===== config.mk =====
export PLATFORM = sky130hd
export DESIGN_NAME = aes_round_scheduler_flat
export DESIGN_NICKNAME = d
export VERILOG_FILES = /design/src/rtl/aes_round_scheduler_if.sv /design/src/rtl/aes_round_scheduler.sv /design/src/flat_wrapper.sv
export SDC_FILE = /design/constraint.sdc
export NUM_CORES = 1
export LEC_CHECK = 0
export BUFFER_PORTS_ARGS = -buffer_cell sky130_fd_sc_hd__clkbuf_2
export CAP_MARGIN = 10
export CELL_PAD_IN_SITES_DETAIL_PLACEMENT = 1
export CELL_PAD_IN_SITES_GLOBAL_PLACEMENT = 1
export CORE_UTILIZATION = 37
export CTS_CLUSTER_DIAMETER = 120
export DETAILED_ROUTE_END_ITERATION = 6
export PLACE_DENSITY_LB_ADDON = 0.1
export SETUP_SLACK_MARGIN = 0.1
export SLEW_MARGIN = 20
export SYNTH_ARGS = -nofsm -noshare
export SYNTH_HDL_FRONTEND = slang
export SYNTH_SLANG_ARGS = --single-unit

===== constraint.sdc =====
create_clock -name clk -period 3 [get_ports clk]
set_input_delay 0.6 -clock clk [delete_from_list [all_inputs] [get_ports clk]]
set_output_delay 0.6 -clock clk [all_outputs]
set_load 0.02 [all_outputs]

===== src/rtl/aes_round_scheduler_if.sv =====
// Control bundle between the AES round scheduler and its neighbours.
// The slave modport is the scheduler's view. The master modport is the view
// of the stream/key logic and the round core combined.
interface aes_round_scheduler_if;
  logic       key_valid;
  logic       key_ready;
  logic       key_load;
  logic       in_valid;
  logic       in_ready;
  logic       state_load;
  logic       key_restore;
  logic       round_en;
  logic [3:0] round_num;
  logic       last_round;
  logic       out_valid;
  logic       out_ready;
  logic       busy;

  modport slave (
    input  key_valid, in_valid, out_ready,
    output key_ready, key_load, in_ready, state_load, key_restore,
           round_en, round_num, last_round, out_valid, busy
  );

  modport master (
    output key_valid, in_valid, out_ready,
    input  key_ready, key_load, in_ready, state_load, key_restore,
           round_en, round_num, last_round, out_valid, busy
  );
endinterface


===== src/rtl/aes_round_scheduler.sv =====
// aes_round_scheduler: control-only sequencer for an iterative AES-128 core.
// It takes a cipher key and then plaintext blocks. For each block it pulses
// round_en once per round, with round_num counting 1..NUM_ROUNDS. Each round
// lasts ROUND_LATENCY cycles. The finished block is then held as out_valid
// until the downstream handshake.
// Optional feature macro: AES_SCHED_BLOCK_CNT_EN adds the 32-bit block_cnt
// output. The count rises on each output handshake and is cleared on key_load.
module aes_round_scheduler #(
  parameter int NUM_ROUNDS    = 10,
  parameter int ROUND_LATENCY = 1
) (
  input  logic                 clk,
  input  logic                 rst,
  aes_round_scheduler_if.slave bus
`ifdef AES_SCHED_BLOCK_CNT_EN
  ,
  output logic [31:0]          block_cnt
`endif
);

  // Sequencer states
  localparam logic [2:0] S_WAIT_KEY = 3'd0;
  localparam logic [2:0] S_LOAD_KEY = 3'd1;
  localparam logic [2:0] S_IDLE     = 3'd2;
  localparam logic [2:0] S_ROUND    = 3'd3;
  localparam logic [2:0] S_HOLD     = 3'd4;

  // The in-round cycle counter stays at least 1 bit wide, even when ROUND_LATENCY is 1
  localparam int              CNT_W    = (ROUND_LATENCY > 1) ? $clog2(ROUND_LATENCY) : 1;
  localparam logic [CNT_W-1:0] CNT_LAST = CNT_W'(ROUND_LATENCY - 1);
  localparam logic [CNT_W-1:0] CNT_ONE  = CNT_W'(1);
  localparam logic [3:0]       RND_LAST = 4'(NUM_ROUNDS);

  logic [2:0]       r_state;
  logic [2:0]       w_state_nxt;
  logic [3:0]       r_round_num;
  logic [CNT_W-1:0] r_cnt;

  logic w_wait_key, w_load_key, w_idle, w_round, w_hold;
  logic w_out_hs, w_key_ready, w_in_ready, w_key_load, w_state_load;
  logic w_cnt_wrap, w_is_last;

  assign w_wait_key = (r_state == S_WAIT_KEY);
  assign w_load_key = (r_state == S_LOAD_KEY);
  assign w_idle     = (r_state == S_IDLE);
  assign w_round    = (r_state == S_ROUND);
  assign w_hold     = (r_state == S_HOLD);

  // The held block leaves when downstream takes it. That same cycle may also
  // accept the next block or a new key.
  assign w_out_hs    = w_hold & bus.out_ready;
  assign w_key_ready = w_wait_key | w_idle | w_out_hs;
  // A pending key always beats a pending block
  assign w_in_ready  = (w_idle | w_out_hs) & ~bus.key_valid;
  // Loads are suppressed while reset is asserted, so reset outputs stay clean
  assign w_key_load   = bus.key_valid & w_key_ready & ~rst;
  assign w_state_load = bus.in_valid & w_in_ready & ~rst;

  assign w_cnt_wrap = (r_cnt == CNT_LAST);
  assign w_is_last  = (r_round_num == RND_LAST);

  assign bus.key_ready   = w_key_ready;
  assign bus.in_ready    = w_in_ready;
  assign bus.key_load    = w_key_load;
  assign bus.state_load  = w_state_load;
  assign bus.key_restore = w_state_load;
  assign bus.round_en    = w_round & (r_cnt == '0);
  assign bus.round_num   = r_round_num;
  assign bus.last_round  = w_round & w_is_last;
  assign bus.out_valid   = w_hold;
  assign bus.busy        = w_load_key | w_round | w_hold;

  // Next-state selection
  always_comb begin
    w_state_nxt = r_state;
    case (r_state)
      S_WAIT_KEY: if (w_key_load) w_state_nxt = S_LOAD_KEY;
      S_LOAD_KEY: w_state_nxt = S_IDLE;
      S_IDLE: begin
        if (w_key_load)        w_state_nxt = S_LOAD_KEY;
        else if (w_state_load) w_state_nxt = S_ROUND;
      end
      S_ROUND: if (w_cnt_wrap && w_is_last) w_state_nxt = S_HOLD;
      S_HOLD: begin
        if (w_state_load)       w_state_nxt = S_ROUND;
        else if (w_key_load)    w_state_nxt = S_LOAD_KEY;
        else if (bus.out_ready) w_state_nxt = S_IDLE;
      end
      default: w_state_nxt = S_WAIT_KEY;
    endcase
  end

  // State register. Reset drops any block in flight.
  always_ff @(posedge clk or posedge rst) begin
    if (rst) r_state <= S_WAIT_KEY;
    else     r_state <= w_state_nxt;
  end

  // Round index: 1 on block load, advanced at each round wrap, 0 once the last round ends
  always_ff @(posedge clk or posedge rst) begin
    if (rst) begin
      r_round_num <= 4'd0;
    end else if (w_state_load) begin
      r_round_num <= 4'd1;
    end else if (w_round && w_cnt_wrap) begin
      if (w_is_last) r_round_num <= 4'd0;
      else           r_round_num <= r_round_num + 4'd1;
    end
  end

  // Per-round cycle counter: runs 0..ROUND_LATENCY-1 only while in ROUND
  always_ff @(posedge clk or posedge rst) begin
    if (rst)                        r_cnt <= '0;
    else if (w_state_load)          r_cnt <= '0;
    else if (w_round && !w_cnt_wrap) r_cnt <= r_cnt + CNT_ONE;
    else                            r_cnt <= '0;
  end

`ifdef AES_SCHED_BLOCK_CNT_EN
  logic [31:0] r_block_cnt;

  // Completed-block counter. A key load in the same cycle takes priority and clears it.
  always_ff @(posedge clk or posedge rst) begin
    if (rst)           r_block_cnt <= 32'd0;
    else if (w_key_load) r_block_cnt <= 32'd0;
    else if (w_out_hs)   r_block_cnt <= r_block_cnt + 32'd1;
  end

  assign block_cnt = r_block_cnt;
`endif

endmodule


===== src/flat_wrapper.sv =====
// flat-port wrapper written by rule: the top's interface ports become plain ports
module aes_round_scheduler_flat 
#(
  parameter int NUM_ROUNDS    = 10,
  parameter int ROUND_LATENCY = 1
)
  (clk, rst, bus_key_valid, bus_in_valid, bus_out_ready, bus_key_ready, bus_key_load, bus_in_ready, bus_state_load, bus_key_restore, bus_round_en, bus_round_num, bus_last_round, bus_out_valid, bus_busy);
  aes_round_scheduler_if bus_i ();
  input  logic clk;
  input  logic rst;
  input wire logic [$bits(bus_i.key_valid)-1:0] bus_key_valid;
  input wire logic [$bits(bus_i.in_valid)-1:0] bus_in_valid;
  input wire logic [$bits(bus_i.out_ready)-1:0] bus_out_ready;
  output wire logic [$bits(bus_i.key_ready)-1:0] bus_key_ready;
  output wire logic [$bits(bus_i.key_load)-1:0] bus_key_load;
  output wire logic [$bits(bus_i.in_ready)-1:0] bus_in_ready;
  output wire logic [$bits(bus_i.state_load)-1:0] bus_state_load;
  output wire logic [$bits(bus_i.key_restore)-1:0] bus_key_restore;
  output wire logic [$bits(bus_i.round_en)-1:0] bus_round_en;
  output wire logic [$bits(bus_i.round_num)-1:0] bus_round_num;
  output wire logic [$bits(bus_i.last_round)-1:0] bus_last_round;
  output wire logic [$bits(bus_i.out_valid)-1:0] bus_out_valid;
  output wire logic [$bits(bus_i.busy)-1:0] bus_busy;
  assign bus_i.key_valid = bus_key_valid;
  assign bus_i.in_valid = bus_in_valid;
  assign bus_i.out_ready = bus_out_ready;
  assign bus_key_ready = bus_i.key_ready;
  assign bus_key_load = bus_i.key_load;
  assign bus_in_ready = bus_i.in_ready;
  assign bus_state_load = bus_i.state_load;
  assign bus_key_restore = bus_i.key_restore;
  assign bus_round_en = bus_i.round_en;
  assign bus_round_num = bus_i.round_num;
  assign bus_last_round = bus_i.last_round;
  assign bus_out_valid = bus_i.out_valid;
  assign bus_busy = bus_i.busy;
  aes_round_scheduler #(.NUM_ROUNDS(NUM_ROUNDS), .ROUND_LATENCY(ROUND_LATENCY)) u_core (.clk(clk), .rst(rst), .bus(bus_i));
endmodule

# After elaboration in Yosys (flattened, before gate mapping)

Cells that the tools add are included.

Bits of input ports: 5
Flip-flop bits (word level): 8
Word-level logic and storage cells: 49
Output and inout bits: 13

Mux-type cells: 13
Add/sub/neg operators: 2
Equal/unequal tests: 9
Reductions and logical operators: 6
Bitwise logic cells: 16

Operators by type and width:

| kind                | number |
|---|---|
| $mux 3              | 7 |
| $pmux 3 s5          | 1 |
| $mux 4              | 3 |
| $and 1x1->1         | 8 |
| $eq 3x2->1 const B  | 2 |
| $or 1x1->1          | 5 |
| $add 4x1->4 const B | 1 |
| $eq 4x4->1 const B  | 1 |
| $ne 2x2->1 const B  | 2 |
| $ne 4x4->1 const B  | 1 |
| $reduce_and 4->1    | 1 |
| $eq 3x1->1 const B  | 1 |
| $eq 3x3->1 const B  | 1 |
| $logic_and 1x1->1   | 3 |
| $logic_not 3->1     | 1 |
| $ne 3x3->1 const B  | 1 |
| $not 1->1           | 3 |
| $mux 1              | 2 |
| $reduce_bool 2->1   | 1 |
| $add 1x1->1 const B | 1 |

# Depth between registers and ports, before layout

Depth in word-level cells: 9
Mapped depth: 5
Mapped depth without buffers: 5

# Worst setup path after synthesis

No wires, ideal clock.

Path kind: input-to-output
Start point: input bus_out_ready
End point: output bus_key_load
Data arrival time: 1.867 ns
Stages: 2
Buffers on the path: 0
Slack: 0.533 ns
Required time: 2.400 ns
Cells stage by stage: nand2b_1 -> a2111oi_0

Longest elaborated chain between the ends: 4

Ends and longest elaborated chain:

| item                     | line                      | RTL |
|---|---|---|
| start, declared          | flat_wrapper.sv:13        | `input wire logic [$bits(bus_i.out_ready)-1:0] bus_out_ready;` |
| $and 1x1->1              | aes_round_scheduler.sv:51 | `assign w_out_hs = w_hold & bus.out_ready;` |
| $or 1x1->1               | aes_round_scheduler.sv:52 | `assign w_key_ready = w_wait_key \| w_idle \| w_out_hs;` |
| $and 1x1->1 (2 in a row) | aes_round_scheduler.sv:56 | `assign w_key_load = bus.key_valid & w_key_ready & ~rst;` |
| end, declared            | flat_wrapper.sv:15        | `output wire logic [$bits(bus_i.key_load)-1:0] bus_key_load;` |

No other way between the ends.

# Worst setup path after layout

Start point: register u_core.r_state[0]
End point: output bus_state_load

Longest elaborated chain between the ends: 6
Elaborated cells on any way between the ends: 7
Classes of those cells: eq/ne: 2; bitwise: 5

Ends and longest elaborated chain:

| item                       | line                      | RTL |
|---|---|---|
| start, declared            | aes_round_scheduler.sv:34 | `logic [2:0] r_state;` |
| start signal, assigned     | aes_round_scheduler.sv:96 | `else r_state <= w_state_nxt;` |
| $eq 3x3->1                 | aes_round_scheduler.sv:47 | `assign w_hold = (r_state == S_HOLD);` |
| $and 1x1->1                | aes_round_scheduler.sv:51 |  |
| $or 1x1->1 *               | aes_round_scheduler.sv:54 | `assign w_in_ready = (w_idle \| w_out_hs) & ~bus.key_valid;` |
| $and 1x1->1 *              | aes_round_scheduler.sv:54 |  |
| $and 1x1->1 * (2 in a row) | aes_round_scheduler.sv:57 | `assign w_state_load = bus.in_valid & w_in_ready & ~rst;` |
| end, declared              | flat_wrapper.sv:17        | `output wire logic [$bits(bus_i.state_load)-1:0] bus_state_load;` |

Mark *: on every way between the ends. The rest lies on a longest branch, timed or not.

==> metrics <==
Slew Limit Headroom=between 60% and 70%; period utilization=79.3%; vias per cell=5.30; Placer Congestion=just under 0.8; post-DP HPWL=1.02 mm; status=finished clean; Avg Inst Size Synth=8.98 um^2; global-route wire length before repair=a little under 2 mm; largest net degree at the start of global routing=11; Remaining Overflow, GRT=0; Slew @ Worst Pin=roughly 0.50 ns; FMAX=approximately 0.42 GHz; Post-synth EDFFs=0; end of the critical path=bus_state_load; vias after detailed routing=493; number of port buffers=17; Worst R2R Setup Slack=between 1 and 1.5 ns; Final Instance Area=654 um^2; Worst R2R Start=u_core.r_state[0]$_DFFE_PP0P_; CTS max path bufs=2; Setup violations, final=0; ys flop type=dfrtp_1; 1st-pass router iterations=2; met3 Resource Use GR=just under 10%; CTS Root Cell=clkbuf_4; reg2reg end=u_core.bus.round_num[2]$_DFFE_PP0P_; Post-Syn Instances=62; clk_skew=0.00873 ns; CTS Buf Count=3; Total Wirelength=1.33 mm; Netlist cell types=30; Finished Core Util=48.5%; full die area=1660 um^2; number of global-route vias before repair=439; Ports=18; fill count=between 150 and 200; CORE AREA=1350 um^2; number of gates resized after CTS=0; Tot GR Track Use=19.3%; crit path DAT=1.78 ns; Worst Path Required=2.40 ns; Die Y=40.8 um; async set-reset flop share out of synthesis=100%; sequential fraction of the synthesis area=36.0%; max-slew violation count=0; synthesized area=between 500 and 600 um^2; clk_lat worst skew=0.26 ns; Final Hold Fails=0; CTS Hold Bufs=0; initial antenna violation count=0; Worst VDD drop=0.000400 V; Tot Pwr=593 uW; FF-to-FF path depth=3; Post-CTS Setup Inserts=0; initial core utilization=41.2%; min-delay worst type=in2async; Antenna Nets Post-Route=0; number of max-cap violations=0; DP Area=632 um^2; crit path max fanout=10; leakage=0.000339 uW; WL/cell=14.3 um; Setup TNS Final=0 ns; flops & latches, synth=8; met2 GRT Util=between 20 and 30%; startpoint types=flop; DRC Markers=0; crit path from=u_core.r_state[0]$_DFFE_PP0P_; Die Wd=roughly 40 um; row cnt=13; Crit Path Class=reg2out; CTS tree=yes; synth-to-layout area growth=17.5%; clock-pin slew on the worst setup and hold paths=0.05 ns; layout cells sized above 1=30.8%; PD cells=907 nW/um^2; CP endpoint kind=primary output; Initial DRC Count=7; n_diodes=0; clk sinks=8; NumNets Final=87; Syn Nets=between 60 and 70; synth warn=0; Final min period=2.38 ns; Top Usage Layer GRT=met2; unrepaired setup endpoints after global routing=no; H-tree depth reported by CTS=1; Global Route met1 Usage=25.8%
## placed cells by master, fill, tap and decap left out, drive strengths merged, types with 2 or more instances in the layout
master  instances
clkbuf         20
dfrtp           8
inv             7
a21oi           5
nand2b          4
nand2           4
nor2            4
nand3b          3
or3             3
nand3           2
o211ai          2
ha              2
## cell usage after synthesis, drive strengths merged, types with 2 or more instances
| cell type | n | share of area, % |
|---|---|---|
| a21oi | 5 | 7.2 |
| buf | 4 | 5.2 |
| dfrtp | 8 | 36 |
| ha | 2 | 4.5 |
| inv | 7 | 4.7 |
| nand2 | 4 | 2.7 |
| nand2b | 4 | 4.5 |
| nand3 | 2 | 1.8 |
| nand3b | 3 | 4.0 |
| nor2 | 4 | 2.7 |
| o211ai | 2 | 2.7 |
| or3 | 3 | 3.4 |
## sequential cells by signal, indices dropped and copies added (netlist names)
signal                flops
u_core.r_state            3
u_core.bus.round_num      4
u_core.r_cnt              1
## routing by layer
| layer | part of all wire, % | vias up |
|---|---|---|
| met5 | 0 | - |
| met4 | 1.3 | 0 |
| met3 | 5.3 | 4 |
| met2 | 39 | 14 |
| met1 | 55 | 226 |
| li1 | - | 249 |
## layout make-up
cell class | instances | area, um^2 | area share (%)
sequential | 8 | 200 | 30.6
multi-input combinational | 43 | 302 | 46.1
inverter | 7 | 26.3 | 4.02
clock buffer | 3 | 22.5 | 3.44
timing repair buffer | 17 | 85.1 | 13.0
tap | 15 | 18.8 | 2.87
## worst max-delay path: stages (launching register included)
cell and delay (ns):
dfrtp_1 0.49, or4b_4 0.59, a21oi_4 0.22, clkbuf_2 0.21
## logic make-up after synthesis
logic type	Yosys count	share of synthesized area [%]
DFF	8	36.0
buffers and inverters	11	9.89
other	1	0.674
adders and majority gates	2	4.49
AOI/OAI and AO/OA	14	19.8
and+or+nand+nor	26	29.2
## through the flow
step	hold WS, ns	instances	worst slack [ns]
detailed placement	0.508	90	0.710
CTS	0.311	93	0.597
floorplan	0.424	62	0.533
finish	0.314	93	0.620
global placement	0.491	90	0.731
global route	0.340	93	0.537
## where the power goes
group	total [uW]	switching [uW]	internal, uW
Sequential	213	68.8	145
Clock	81.6	35.9	45.7
Combinational	298	180	118
## how the worst min path moves through the flow
stage,slack (ns),endpoint,from,cells past startpoint
2_1_floorplan,0.42,u_core.bus.round_num[0]$_DFFE_PP0P_,rst,1
3_3_place_gp,0.49,u_core.r_state[2]$_DFFE_PP0P_,u_core.r_cnt$_DFF_PP0_,1
3_5_place_dp,0.51,u_core.r_state[2]$_DFFE_PP0P_,u_core.r_cnt$_DFF_PP0_,1
4_1_cts,0.31,u_core.r_state[1]$_DFFE_PP0P_,rst,2
5_1_grt,0.34,u_core.r_state[1]$_DFFE_PP0P_,rst,2
6_report,0.31,u_core.r_state[1]$_DFFE_PP0P_,rst,2
Power figures use the tool's default switching activity.
